## config.mk

```make
export PLATFORM = sky130hd
export DESIGN_NAME = mem_arbiter
export DESIGN_NICKNAME = d
export VERILOG_FILES = /design/src/rtl/mem_arbiter.sv
export SDC_FILE = /design/constraint.sdc
export NUM_CORES = 1
export LEC_CHECK = 0
export BUFFER_PORTS_ARGS = -buffer_cell sky130_fd_sc_hd__buf_2
export CORE_MARGIN = 2
export CORE_UTILIZATION = 40
export DETAILED_ROUTE_END_ITERATION = 16
export PLACE_DENSITY = 0.75
export SYNTH_ARGS = -nofsm -noshare
export SYNTH_HDL_FRONTEND = slang
export SYNTH_SLANG_ARGS = --single-unit
```

## constraint.sdc

```tcl
create_clock -name clk -period 1.9 [get_ports clk]
set_input_delay 0.095 -clock clk [delete_from_list [all_inputs] [get_ports clk]]
set_output_delay 0.095 -clock clk [all_outputs]
set_load 0.005 [all_outputs]
```

## src/rtl/mem_arbiter.sv

```systemverilog
// Two-port (instruction fetch / data) arbiter in front of a single synchronous-read memory.
// One access in flight at a time; ties are broken round-robin against the last grant.
module mem_arbiter #(
  parameter int AW = 10,
  parameter int DW = 32
) (
  input  logic          clk,
  input  logic          reset,
  input  logic          i_req,
  input  logic [AW-1:0] i_addr,
  output logic          i_ack,
  output logic [DW-1:0] i_rdata,
  input  logic          d_req,
  input  logic          d_we,
  input  logic [AW-1:0] d_addr,
  input  logic [DW-1:0] d_wdata,
  output logic          d_ack,
  output logic [DW-1:0] d_rdata,
  output logic          mem_en,
  output logic          mem_we,
  output logic [AW-1:0] mem_addr,
  output logic [DW-1:0] mem_wdata,
  input  logic [DW-1:0] mem_rdata
);

  typedef enum logic [1:0] {IDLE, ISSUE, WAIT, RESP} state_t;

  state_t        state_q;
  logic          port_q;        // 1 = data port owns the transaction
  logic          we_q;
  logic          last_grant_q;  // 1 = data port was granted last
  logic          mem_en_q, mem_we_q;
  logic [AW-1:0] mem_addr_q;
  logic [DW-1:0] mem_wdata_q;
  logic          i_ack_q, d_ack_q;
  logic [DW-1:0] i_rdata_q, d_rdata_q;

  logic          grant_d;
  logic          we_d;
  logic [AW-1:0] addr_d;
  logic [DW-1:0] wdata_d;

  // Data wins unless the fetch port is also asking and data had the last grant.
  always_comb begin
    grant_d = d_req & (~i_req | ~last_grant_q);
    we_d    = grant_d & d_we;
    addr_d  = grant_d ? d_addr : i_addr;
    wdata_d = we_d ? d_wdata : '0;
  end

  always_ff @(posedge clk) begin
    if (reset) begin
      state_q      <= IDLE;
      port_q       <= 1'b0;
      we_q         <= 1'b0;
      last_grant_q <= 1'b0;
      mem_en_q     <= 1'b0;
      mem_we_q     <= 1'b0;
      mem_addr_q   <= '0;
      mem_wdata_q  <= '0;
      i_ack_q      <= 1'b0;
      d_ack_q      <= 1'b0;
      i_rdata_q    <= '0;
      d_rdata_q    <= '0;
    end else begin
      // strobes default low so the memory bus reads as zero outside ISSUE
      mem_en_q    <= 1'b0;
      mem_we_q    <= 1'b0;
      mem_addr_q  <= '0;
      mem_wdata_q <= '0;
      i_ack_q     <= 1'b0;
      d_ack_q     <= 1'b0;
      case (state_q)
        IDLE: begin
          if (i_req | d_req) begin
            port_q       <= grant_d;
            we_q         <= we_d;
            last_grant_q <= grant_d;
            mem_en_q     <= 1'b1;
            mem_we_q     <= we_d;
            mem_addr_q   <= addr_d;
            mem_wdata_q  <= wdata_d;
            state_q      <= ISSUE;
          end
        end
        ISSUE: state_q <= WAIT;
        WAIT: begin
          if (!we_q) begin
            if (port_q) d_rdata_q <= mem_rdata;
            else        i_rdata_q <= mem_rdata;
          end
          if (port_q) d_ack_q <= 1'b1;
          else        i_ack_q <= 1'b1;
          state_q <= RESP;
        end
        RESP:    state_q <= IDLE;
        default: state_q <= IDLE;
      endcase
    end
  end

  assign mem_en    = mem_en_q;
  assign mem_we    = mem_we_q;
  assign mem_addr  = mem_addr_q;
  assign mem_wdata = mem_wdata_q;
  assign i_ack     = i_ack_q;
  assign d_ack     = d_ack_q;
  assign i_rdata   = i_rdata_q;
  assign d_rdata   = d_rdata_q;

endmodule

```

# Yosys cells after proc, flatten, opt, wreduce, memory -nomap -nowiden
# Index checks and enable logic that the tools add are counted.
# Widths: inputs -> output; s select.
[word_totals]
ff_bits = 114
input_bits = 89
output_inout_bits = 110
wordCells = 40
[op_classes]
eq_ne = 4
n_mux = 6
n_bitwise = 11
reduce_logical = 8
[op_table]
columns = ["operator", "n"]
rows = [
  ["$mux 10", 1],
  ["$pmux 2 s4", 1],
  ["$not 1->1", 7],
  ["$reduce_and 3->1", 2],
  ["$eq 2x2->1 const B", 2],
  ["$reduce_or 2->1", 2],
  ["$reduce_or 4->1", 1],
  ["$mux 1", 3],
  ["$reduce_or 3->1", 1],
  ["$and 1x1->1", 2],
  ["$eq 2x1->1 const B", 1],
  ["$logic_not 2->1", 1],
  ["$mux 2", 1],
  ["$ne 2x2->1 const B", 1],
  ["$or 1x1->1", 2],
  ["$reduce_and 2->1", 1],
]

# Longest topological paths before layout
# Gate-level depths: netlist of run 1.
[logic_depth]
ltp_word = 6
ltp_mapped = 7

# Worst setup path after synthesis of run 1
# Ideal clock, no wire load.
[synth_timing]
path_type = "reg-to-reg"
start = "register state_q[0]"
end = "register we_q"
arrival_time_ns = 1.361
path_slack_ns = 0.423
path_stages_with_launch = 8
path_buffers = 2
path_cell_list = "dfxtp_1 -> inv_1 -> ha_1 -> nor2b_1 -> and3_1 -> buf_2 -> buf_2 -> a31o_2"
[synth_via]
elab_chain_len = 2
[synth_rtl]
columns = ["item", "line_no", "text"]
rows = [
  ["from (decl)", "28", "state_t state_q;"],
  ["from (signal assigned)", "53", "state_q <= IDLE;"],
  ["from (signal assigned)", "83", "state_q <= ISSUE;"],
  ["from (signal assigned)", "86", "ISSUE: state_q <= WAIT;"],
  ["$logic_not 2->1", "73", "case (state_q)"],
  ["$reduce_and 2->1 (no line)", "--", ""],
  ["to (signal assigned)", "77", "we_q <= we_d;"],
  ["to (decl)", "30", "logic we_q;"],
]
# Every way passes these cells.
# A chain may end at the register's enable or synchronous reset.

# Worst setup path after layout of run 1
[layout_timing]
start = "register state_q[0]"
end = "register mem_addr_q[2], in the netlist mem_addr[2]"
[layout_via]
elab_chain_len = 3
[layout_rtl]
columns = ["item", "line_no", "text"]
rows = [
  ["$logic_not 2->1", "73", ""],
  ["$not 1->1 (no line)", "--", ""],
  ["$reduce_or 3->1 (no line)", "--", ""],
  ["to (signal assigned)", "81", "mem_addr_q <= addr_d;"],
  ["to (decl)", "33", "logic [AW-1:0] mem_addr_q;"],
]
# Every way passes these cells.

==> results of run 1 <==
## layer usage
layer | GRT usage, % | share of wire (%)
met5 | 0 | 0
met4 | 10.7 | 2.4
met3 | 7.00 | 4.7
met2 | 44.2 | 54
met1 | 25.1 | 38
## cell type report
class / instances / area [µm²] / share of cell area [%]
clock buffer: 19 / 422 / 6.74
timing repair buffer: 296 / 1940 / 31.1
inverter: 4 / 15.0 / 0.240
tap: 111 / 139 / 2.22
sequential: 114 / 2280 / 36.5
multi-input combinational: 278 / 1340 / 21.4
clock inverter: 13 / 113 / 1.80
## power by group
| group | switching, mW | total [mW] | leakage, nW | internal [mW] |
|---|---|---|---|---|
| clock network | 1.11 | 2.84 | 0.258 | 1.73 |
| registers | 0.139 | 2.81 | 0.924 | 2.67 |
| logic | 0.742 | 1.44 | 1.79 | 0.695 |
## cells by family after synthesis
logic type                 after synthesis  share of synthesized area [%]
buffers and inverters                   34                           4.61
muxes                                    1                          0.265
and+or+nand+nor                        192                           22.3
AOI/OAI and AO/OA                       82                           11.3
adders and majority gates                3                          0.995
DFF                                    114                           60.5
## worst max path at each step
stage / start / end / slack [ps] / depth (start not counted)
after floorplan: state_q[0] / we_q / 420 / 7
after global placement: state_q[0] / mem_wdata[3] / 160 / 5
after detailed placement: state_q[0] / mem_wdata[31] / 60 / 5
after CTS: state_q[0] / mem_addr[7] / 40 / 7
after global routing: state_q[1] / mem_addr[7] / -10 / 7
final: state_q[0] / mem_addr[2] / 50 / 7
## sequential cells by signal (all words and copies together) (netlist names), 2 cells and up
name	count
d_rdata	32
i_rdata	32
mem_addr	10
mem_wdata	32
state_q	2
## through the flow
| stage | setup slack, ps | hold slack (ps) | area (µm²) | std cells |
|---|---|---|---|---|
| 2_1_floorplan | 423 | 211 | 3770 | 426 |
| 3_3_place_gp | 164 | 295 | 4830 | 716 |
| 3_5_place_dp | 61.9 | 299 | 4830 | 716 |
| 4_1_cts | 38.1 | 110 | 6240 | 835 |
| 5_1_grt | -11.7 | 153 | 6260 | 835 |
| 6_report | 53.0 | 165 | 6260 | 835 |
## synth_stat cells, types with 3 or more instances
| master | number |
|---|---|
| nand2_1 | 148 |
| dfxtp_1 | 114 |
| a21oi_1 | 75 |
| and2_1 | 32 |
| clkbuf_1 | 13 |
| buf_2 | 11 |
| buf_6 | 4 |
| inv_1 | 4 |
| ha_1 | 3 |
| nor2_1 | 3 |
## what timing repair did
item	4_1_cts	5_1_grt
endpoints found under the setup margin	0	43
hold buffers	87	0
hold endpoints to repair	108	0
resized for setup	0	7
## critical path, cell delays in order, from the launching register on
cell and delay, ps:
dfxtp_1 350, inv_2 80, ha_4 180, nor2b_2 150, o21ai_0 100, buf_4 240
a21oi_1 50, dlygate4sd3_1 580
==> impl_metrics.yaml, run 1 <==
status:
  status: "complete, no violations"
synthesis:
  synth-seq-cells: 114
  syn_nets: 518
  synth_warnings: 0
  syn_area_um2: 3770
  synthDominantCellAreaShare_pct: 60.5
  synthFlopType: "dfxtp_1"
  async_reset_ff_share_pct: 0
  yosysSeqAreaShare_pct: 60.5
  synth_largest_area_cell: "dfxtp_1"
  syn_inst: 426
  syn_avg_cell_area_um2: 8.85
  synth_area_leaders: "dfxtp_1 (61%), nand2_1 (15%), a21oi_1 (10%)"
  yosysUniqueCellTypes: 26
  synth-edff-count: 0
clocking:
  cts_setup_buffers: 0
  ctsHtreeMaxLevel: 4
  path_clk_slew_ps: 60
  cts_inserted_buffers: 17
  clockRootBuffer: "clkbuf_8"
  clock_latency_ps: 500
  clock_path_buffers: 2
  clock-sinks: 114
  cts_tree: "yes"
setup_path:
  path_class: "reg2reg"
  reg2reg_depth: 7
  crit_path_start_kind: "flip-flop"
  r2r_slack_ps: 50
  critPathRequiredTime_ps: 2280
  r2r_start: "state_q[0]"
  cp_max_fo: 11
  cp.arrival_ps: 2230
  end_kind: "flip-flop"
  r2r-end: "mem_addr[2]"
pwr:
  powerDensity_nw_per_um2: 1130
  p_leak_nw: 2.97
  design_power_total_mw: 7.08
  vdd_drop_max_uv: 608
detailed_routing:
  route.detailed.drc: 0
  antenna_left: 0
  via_per_inst: 4.74
  via_count: 3959
  routed_wl_um: 12300
  wl_per_cell_um: 14.8
  firstDrtPassIters: 4
  first_iter_violations: 123
finish:
  insertedDiodeCount: 0
  nets: 803
  drive_above_1_share_pct: 34.4
  finish.utilization_pct: 68.0
  final_cell_mix: "buf_2 (198), nand2_1 (148), dfxtp_1 (113)"
  final_common_cell: "buf_2"
  num-fill-cells: 691
  areaGrowthSynthToFinish_pct: 65.9
die:
  fp.dieArea_um2: 10200
  rows: 35
  ios: 199
  initial_core_util_pct: 41.0
  die_y_um: 101
  chipWidth_um: 101
  core_area_um2: 9200
global_route:
  grt_pass1_wl_um: 18800
  grt_usage_pct: 24.0
  antenna_found_initial: 0
  grt_pass1_vias: 3972
  grt_max_degree: 70
  grt-ovfl-total: 0
job:
  drv_cap: 0
timing:
  layout_min_cycle_time_ps: 1850
  max_clock_freq_mhz: 541
  setup_violations: 0
  final_max_slew_viol_count: 0
  skew_ps: 10.1
  post-route-period-util_pct: 97.2
  slew_headroom_pct: 52.3
  hold_viol: 0
  tightest_slew_ps: 716
  setup_tns_ps: 0
placed_design:
  numPortBuffers: 198
  dp_hpwl_um: 7000
  place.gp.congestion: 0.784
min_path:
  min_to: "mem_we"
  worstHoldStart: "d_we"
  min_path_cells: 2
  min_path_type: "in2reg"
Note: power is estimated with default switching activity, not from simulation.
==> run 2, diff against run 1 <==
--- a/config.mk
+++ b/config.mk
@@ -9,6 +9,7 @@
 export CORE_MARGIN = 2
 export CORE_UTILIZATION = 40
 export DETAILED_ROUTE_END_ITERATION = 16
+export MAX_ROUTING_LAYER = met4
 export PLACE_DENSITY = 0.75
 export SYNTH_ARGS = -nofsm -noshare
 export SYNTH_HDL_FRONTEND = slang
==> constraint.sdc (replaced) <==
create_clock -name clk -period 2.3 [get_ports clk]
set_input_delay 0.115 -clock clk [delete_from_list [all_inputs] [get_ports clk]]
set_output_delay 0.115 -clock clk [all_outputs]
set_load 0.005 [all_outputs]
==> run 2 against run 1 <==
Global-route usage down 0.93 points; largest power group unchanged; largest cell class unchanged; setup slack improved by 62 ps; hold slack got worse by 120 ps.
==> impl_metrics.yaml, run 2 (same netlist as run 1, synthesis figures left out) <==
timing:
  setup_violations: 0
  skew_ps: 7.72
  setup_tns_ps: 0
  tightest_slew_ps: 939
  hold_slack_ps: 44.9
  slew_headroom_pct: 37.4
  hold_viol: 0
  post-route-period-util_pct: 95.0
  final_max_slew_viol_count: 0
  rsz0062_at_grt: "false"
  max_clock_freq_mhz: 458
  layout_min_cycle_time_ps: 2180
detailed_routing:
  wl_per_cell_um: 14.2
  via_count: 3880
  routed_wl_um: 11800
  via_per_inst: 4.66
  route.detailed.drc: 0
  antenna_left: 0
  firstDrtPassIters: 5
  first_iter_violations: 131
global_route:
  antenna_found_initial: 0
  grt_pass1_vias: 3820
  grt_usage_pct: 23.1
  grt_pass1_wl_um: 17900
  grt-ovfl-total: 0
  grt_max_degree: 70
die:
  fp.dieArea_um2: 10200
  initial_core_util_pct: 41.0
  die_y_um: 101
  rows: 35
  core_area_um2: 9200
  chipWidth_um: 101
  ios: 199
setup_path:
  end_kind: "flip-flop"
  cp_slowest_stage_delay_ps: 600
  cp_max_fo: 8
  critPathBufInv: 3
  r2r-end: "mem_addr[7]"
  slowest_stage: "dlygate4sd3_1"
  r2r_slack_ps: 120
  path_class: "reg2reg"
  crit_family: "buffers and inverters"
  crit_path_cell_trace: "inv_1 -> ha_1 -> nor2b_1 -> o21ai_0 -> buf_2 -> a21oi_1 -> dlygate4sd3_1"
  cp.arrival_ps: 2610
  reg2reg_depth: 7
  crit_path_start_kind: "flip-flop"
  critPathRequiredTime_ps: 2730
  r2r_start: "state_q[0]"
job:
  drv_cap: 0
finish:
  areaGrowthSynthToFinish_pct: 64.6
  drive_above_1_share_pct: 33.4
  finalInstanceArea_um2: 6210
  num-fill-cells: 710
  insertedDiodeCount: 0
  final_common_cell: "buf_2"
  final_cell_mix: "buf_2 (199), nand2_1 (148), dfxtp_1 (114)"
  nets: 800
min_path:
  min_path_cells: 3
  min_to: "state_q[0]"
  min_path_type: "in2reg"
  worstHoldStart: "d_req"
clocking:
  hold_buffers: 86
  cts_setup_buffers: 0
  cts_inserted_buffers: 17
  clock_latency_ps: 500
  clockRootBuffer: "clkbuf_8"
  clock-sinks: 114
  cts_tree: "yes"
  clock_path_buffers: 2
  post_cts_resized: 0
  ctsHtreeMaxLevel: 4
  path_clk_slew_ps: 60
pwr:
  vdd_drop_max_uv: 622
  design_power_total_mw: 5.78
  p_leak_nw: 2.96
  powerDensity_nw_per_um2: 931
placed_design:
  placed_area_um2: 4810
  numPortBuffers: 198
  place.gp.congestion: 0.809
  dp_hpwl_um: 7040
status:
  status: "complete, no violations"
run 2: how the worst max path moves through the flow:
stage / from / end / slack [ps] / depth (start not counted)
floorplan: state_q[0] / we_q / 820 / 7
global placement: state_q[0] / i_rdata[5] / 500 / 6
detailed placement: state_q[0] / mem_wdata[0] / 450 / 5
CTS: state_q[0] / mem_addr[4] / 130 / 6
global route: state_q[1] / mem_addr[7] / 20 / 7
finish: state_q[0] / mem_addr[7] / 120 / 7
run 2: where the power goes:
group	leakage, nW	internal (mW)	total (mW)	switching, mW
logic	1.78	0.536	1.13	0.592
clock network	0.258	1.43	2.33	0.906
registers	0.924	2.20	2.32	0.115
run 2: area by class of cell:
type	count	area, µm²	area share, %
Sequential cell	114	2280	36.8
Timing Repair Buffer	293	1920	30.9
Multi-Input combinational cell	278	1320	21.3
Clock buffer	19	422	6.79
Tap cell	111	139	2.24
Clock inverter	13	113	1.81
Inverter	4	15.0	0.242
run 2: per-stage QoR:
| stage | std cells | worst slack [ps] | util (%) |
|---|---|---|---|
| after global routing | 832 | 17.9 | 67.5 |
| after global placement | 713 | 503 | 52.3 |
| final | 832 | 115 | 67.5 |
| after detailed placement | 713 | 445 | 52.3 |
| after CTS | 831 | 133 | 67.5 |
| after floorplan | 426 | 823 | - |
run 2: worst reg2reg max path: stages (launching register included):
cell and delay [ps]:
dfxtp_1 320, inv_1 110, ha_1 240, nor2b_1 190, o21ai_0 240, buf_2 250
a21oi_1 170, dlygate4sd3_1 600
run 2: routing by layer:
layer	wire length, µm	global-route usage (%)	part of all wire (%)
met3	600	5.83	5.1
met4	202	8.11	1.7
met5	0	-	0
met2	6290	40.6	53
met1	4710	25.3	40
==> run 3, diff against run 2 <==
--- a/config.mk
+++ b/config.mk
@@ -11,6 +11,8 @@
 export DETAILED_ROUTE_END_ITERATION = 16
 export MAX_ROUTING_LAYER = met4
 export PLACE_DENSITY = 0.75
+export RECOVER_POWER = 25
+export REMOVE_ABC_BUFFERS = 1
 export SYNTH_ARGS = -nofsm -noshare
 export SYNTH_HDL_FRONTEND = slang
 export SYNTH_SLANG_ARGS = --single-unit
==> run 3 against run 2 <==
Global-route usage increased by 1.6 points; hold slack got worse by 20 ps; design area decreased by 0.12%; fmax increased by 11%; clock skew decreased by 1.2 ps; sequential share of layout area about the same; register-to-register slack improved by 210 ps; clock power increased by 6%; count of clock-buffer cells in the layout decreased by 2; largest cell class unchanged.
==> impl_metrics.yaml, run 3 (same netlist as run 1, synthesis figures left out) <==
status:
  status: "complete, no violations"
timing:
  max_clock_freq_mhz: 507
  skew_ps: 6.52
  layout_min_cycle_time_ps: 1970
  slew_headroom_pct: 44.9
  final_max_slew_viol_count: 0
  setup_violations: 0
  fin_ws_ps: 329
  setup_tns_ps: 0
  hold_viol: 0
  hold_slack_ps: 25.0
  rsz0062_at_grt: "false"
  post-route-period-util_pct: 85.7
  tightest_slew_ps: 825
pwr:
  powerDensity_nw_per_um2: 954
  p_leak_nw: 2.83
  vdd_drop_max_uv: 555
clocking:
  path_clk_slew_ps: 60
  clockRootBuffer: "clkbuf_8"
  clock_latency_ps: 500
  cts_tree: "yes"
  clock-sinks: 114
  cts_setup_buffers: 0
  clock_path_buffers: 2
  ctsHtreeMaxLevel: 4
  cts_inserted_buffers: 17
die:
  die_y_um: 101
  fp.dieArea_um2: 10200
  ios: 199
  rows: 35
  chipWidth_um: 101
  initial_core_util_pct: 41.0
  core_area_um2: 9200
detailed_routing:
  firstDrtPassIters: 4
  route.detailed.drc: 0
  via_count: 4021
  via_per_inst: 4.83
  antenna_left: 0
  wl_per_cell_um: 15.0
  routed_wl_um: 12500
  first_iter_violations: 134
setup_path:
  end_kind: "flip-flop"
  cp_slowest_stage_delay_ps: 580
  r2r-end: "mem_addr[4]"
  cp_max_fo: 11
  crit_path_start_kind: "flip-flop"
  critPathRequiredTime_ps: 2740
  r2r_start: "state_q[0]"
  cp.arrival_ps: 2410
  crit_start: "state_q[0]"
  path_class: "reg2reg"
  crit_path_cell_trace: "inv_1 -> ha_1 -> nor2b_1 -> o21ai_0 -> buf_4 -> a21oi_1 -> dlygate4sd3_1"
  r2r_slack_ps: 330
  crit_family: "buffers and inverters"
  reg2reg_depth: 7
  critPathBufInv: 3
  slowest_stage: "dlygate4sd3_1"
finish:
  drive_above_1_share_pct: 28.8
  finish.utilization_pct: 67.4
  multi_input_area_um2: 1320
  nets: 800
  insertedDiodeCount: 0
  final_cell_mix: "buf_2 (164), nand2_1 (148), dfxtp_1 (114)"
  areaGrowthSynthToFinish_pct: 64.4
  regArea_um2: 2280
  final_common_cell: "buf_2"
  num-fill-cells: 688
global_route:
  grt_pass1_vias: 3911
  grt_usage_pct: 24.7
  antenna_found_initial: 0
  grt-ovfl-total: 0
  grt_max_degree: 53
  grt_pass1_wl_um: 18900
placed_design:
  numPortBuffers: 198
  dp_hpwl_um: 7040
  post-place-ws_ps: 644
  place.gp.congestion: 0.825
min_path:
  min_path_type: "in2reg"
  min_to: "state_q[1]"
  min_path_cells: 2
  worstHoldStart: "reset"
job:
  drv_cap: 0
==> run 3: cell types whose count changed in the layout (fill, tap and decap cells not counted), sizes merged <==
| cell | previous run | this run |
|---|---|---|
| buf | 207 | 172 |
| clkbuf | 19 | 51 |
| clkinvlp | 3 | 1 |
| dlygate4sd3 | 86 | 87 |
| inv | 6 | 10 |
==> run 3: power breakdown <==
part / internal, mW / switching [mW]
combinational: 0.523 / 0.614
clock: 1.46 / 1.00
sequential: 2.20 / 0.109
==> run 3: how the worst max path moves through the flow <==
| stage | slack, ps | depth (start not counted) | to |
|---|---|---|---|
| after floorplan | 400 | 5 | i_rdata[0] |
| after global placement | 700 | 4 | mem_wdata[27] |
| after detailed placement | 640 | 4 | mem_wdata[30] |
| after CTS | 450 | 7 | mem_addr[2] |
| after global routing | 210 | 7 | mem_addr[4] |
| final | 330 | 7 | mem_addr[4] |
==> run 3: per-stage QoR <==
step | power [mW] | instances | area (µm²)
after detailed placement | 3.32 | 713 | 4810
after CTS | 5.95 | 832 | 6240
after global routing | 6.19 | 832 | 6200
after floorplan | 2.81 | 396 | 3610
final | 5.92 | 832 | 6200
after global placement | 3.28 | 713 | 4810
==> run 3: final cells by class <==
cell class / count / share of cell area (%)
Clock buffer: 17 / 6.68
Clock inverter: 15 / 2.42
Inverter: 4 / 0.242
Multi-Input combinational cell: 278 / 21.3
Sequential cell: 114 / 36.8
Tap cell: 111 / 2.24
Timing Repair Buffer: 293 / 30.3
==> run 3: routing by layer <==
layer / global-route usage (%) / vias up / wire length, µm
met2: 42.3 / 221 / 6180
met4: 10.9 / 0 / 328
met1: 27.4 / 1848 / 5000
li1: - / 1926 / -
met5: - / - / 0
met3: 5.76 / 26 / 957
==> run 3: worst register-to-register path, delay by kind of cell (launching register included) <==
kind | cells | cell delay [ps]
buffers and inverters | 3 | 870
flip-flops | 1 | 310
AO/OA/AOI/OAI | 2 | 270
adder cells (fa/ha/maj) | 1 | 260
AND/OR/NAND/NOR | 1 | 210
==> run 3: what timing repair did <==
| item | CTS | global route |
|---|---|---|
| endpoints found under the setup margin | 0 | 0 |
| resized for setup | 0 | 0 |
| hold buffers | 87 | 0 |
| endpoints found under the hold margin | 108 | 0 |
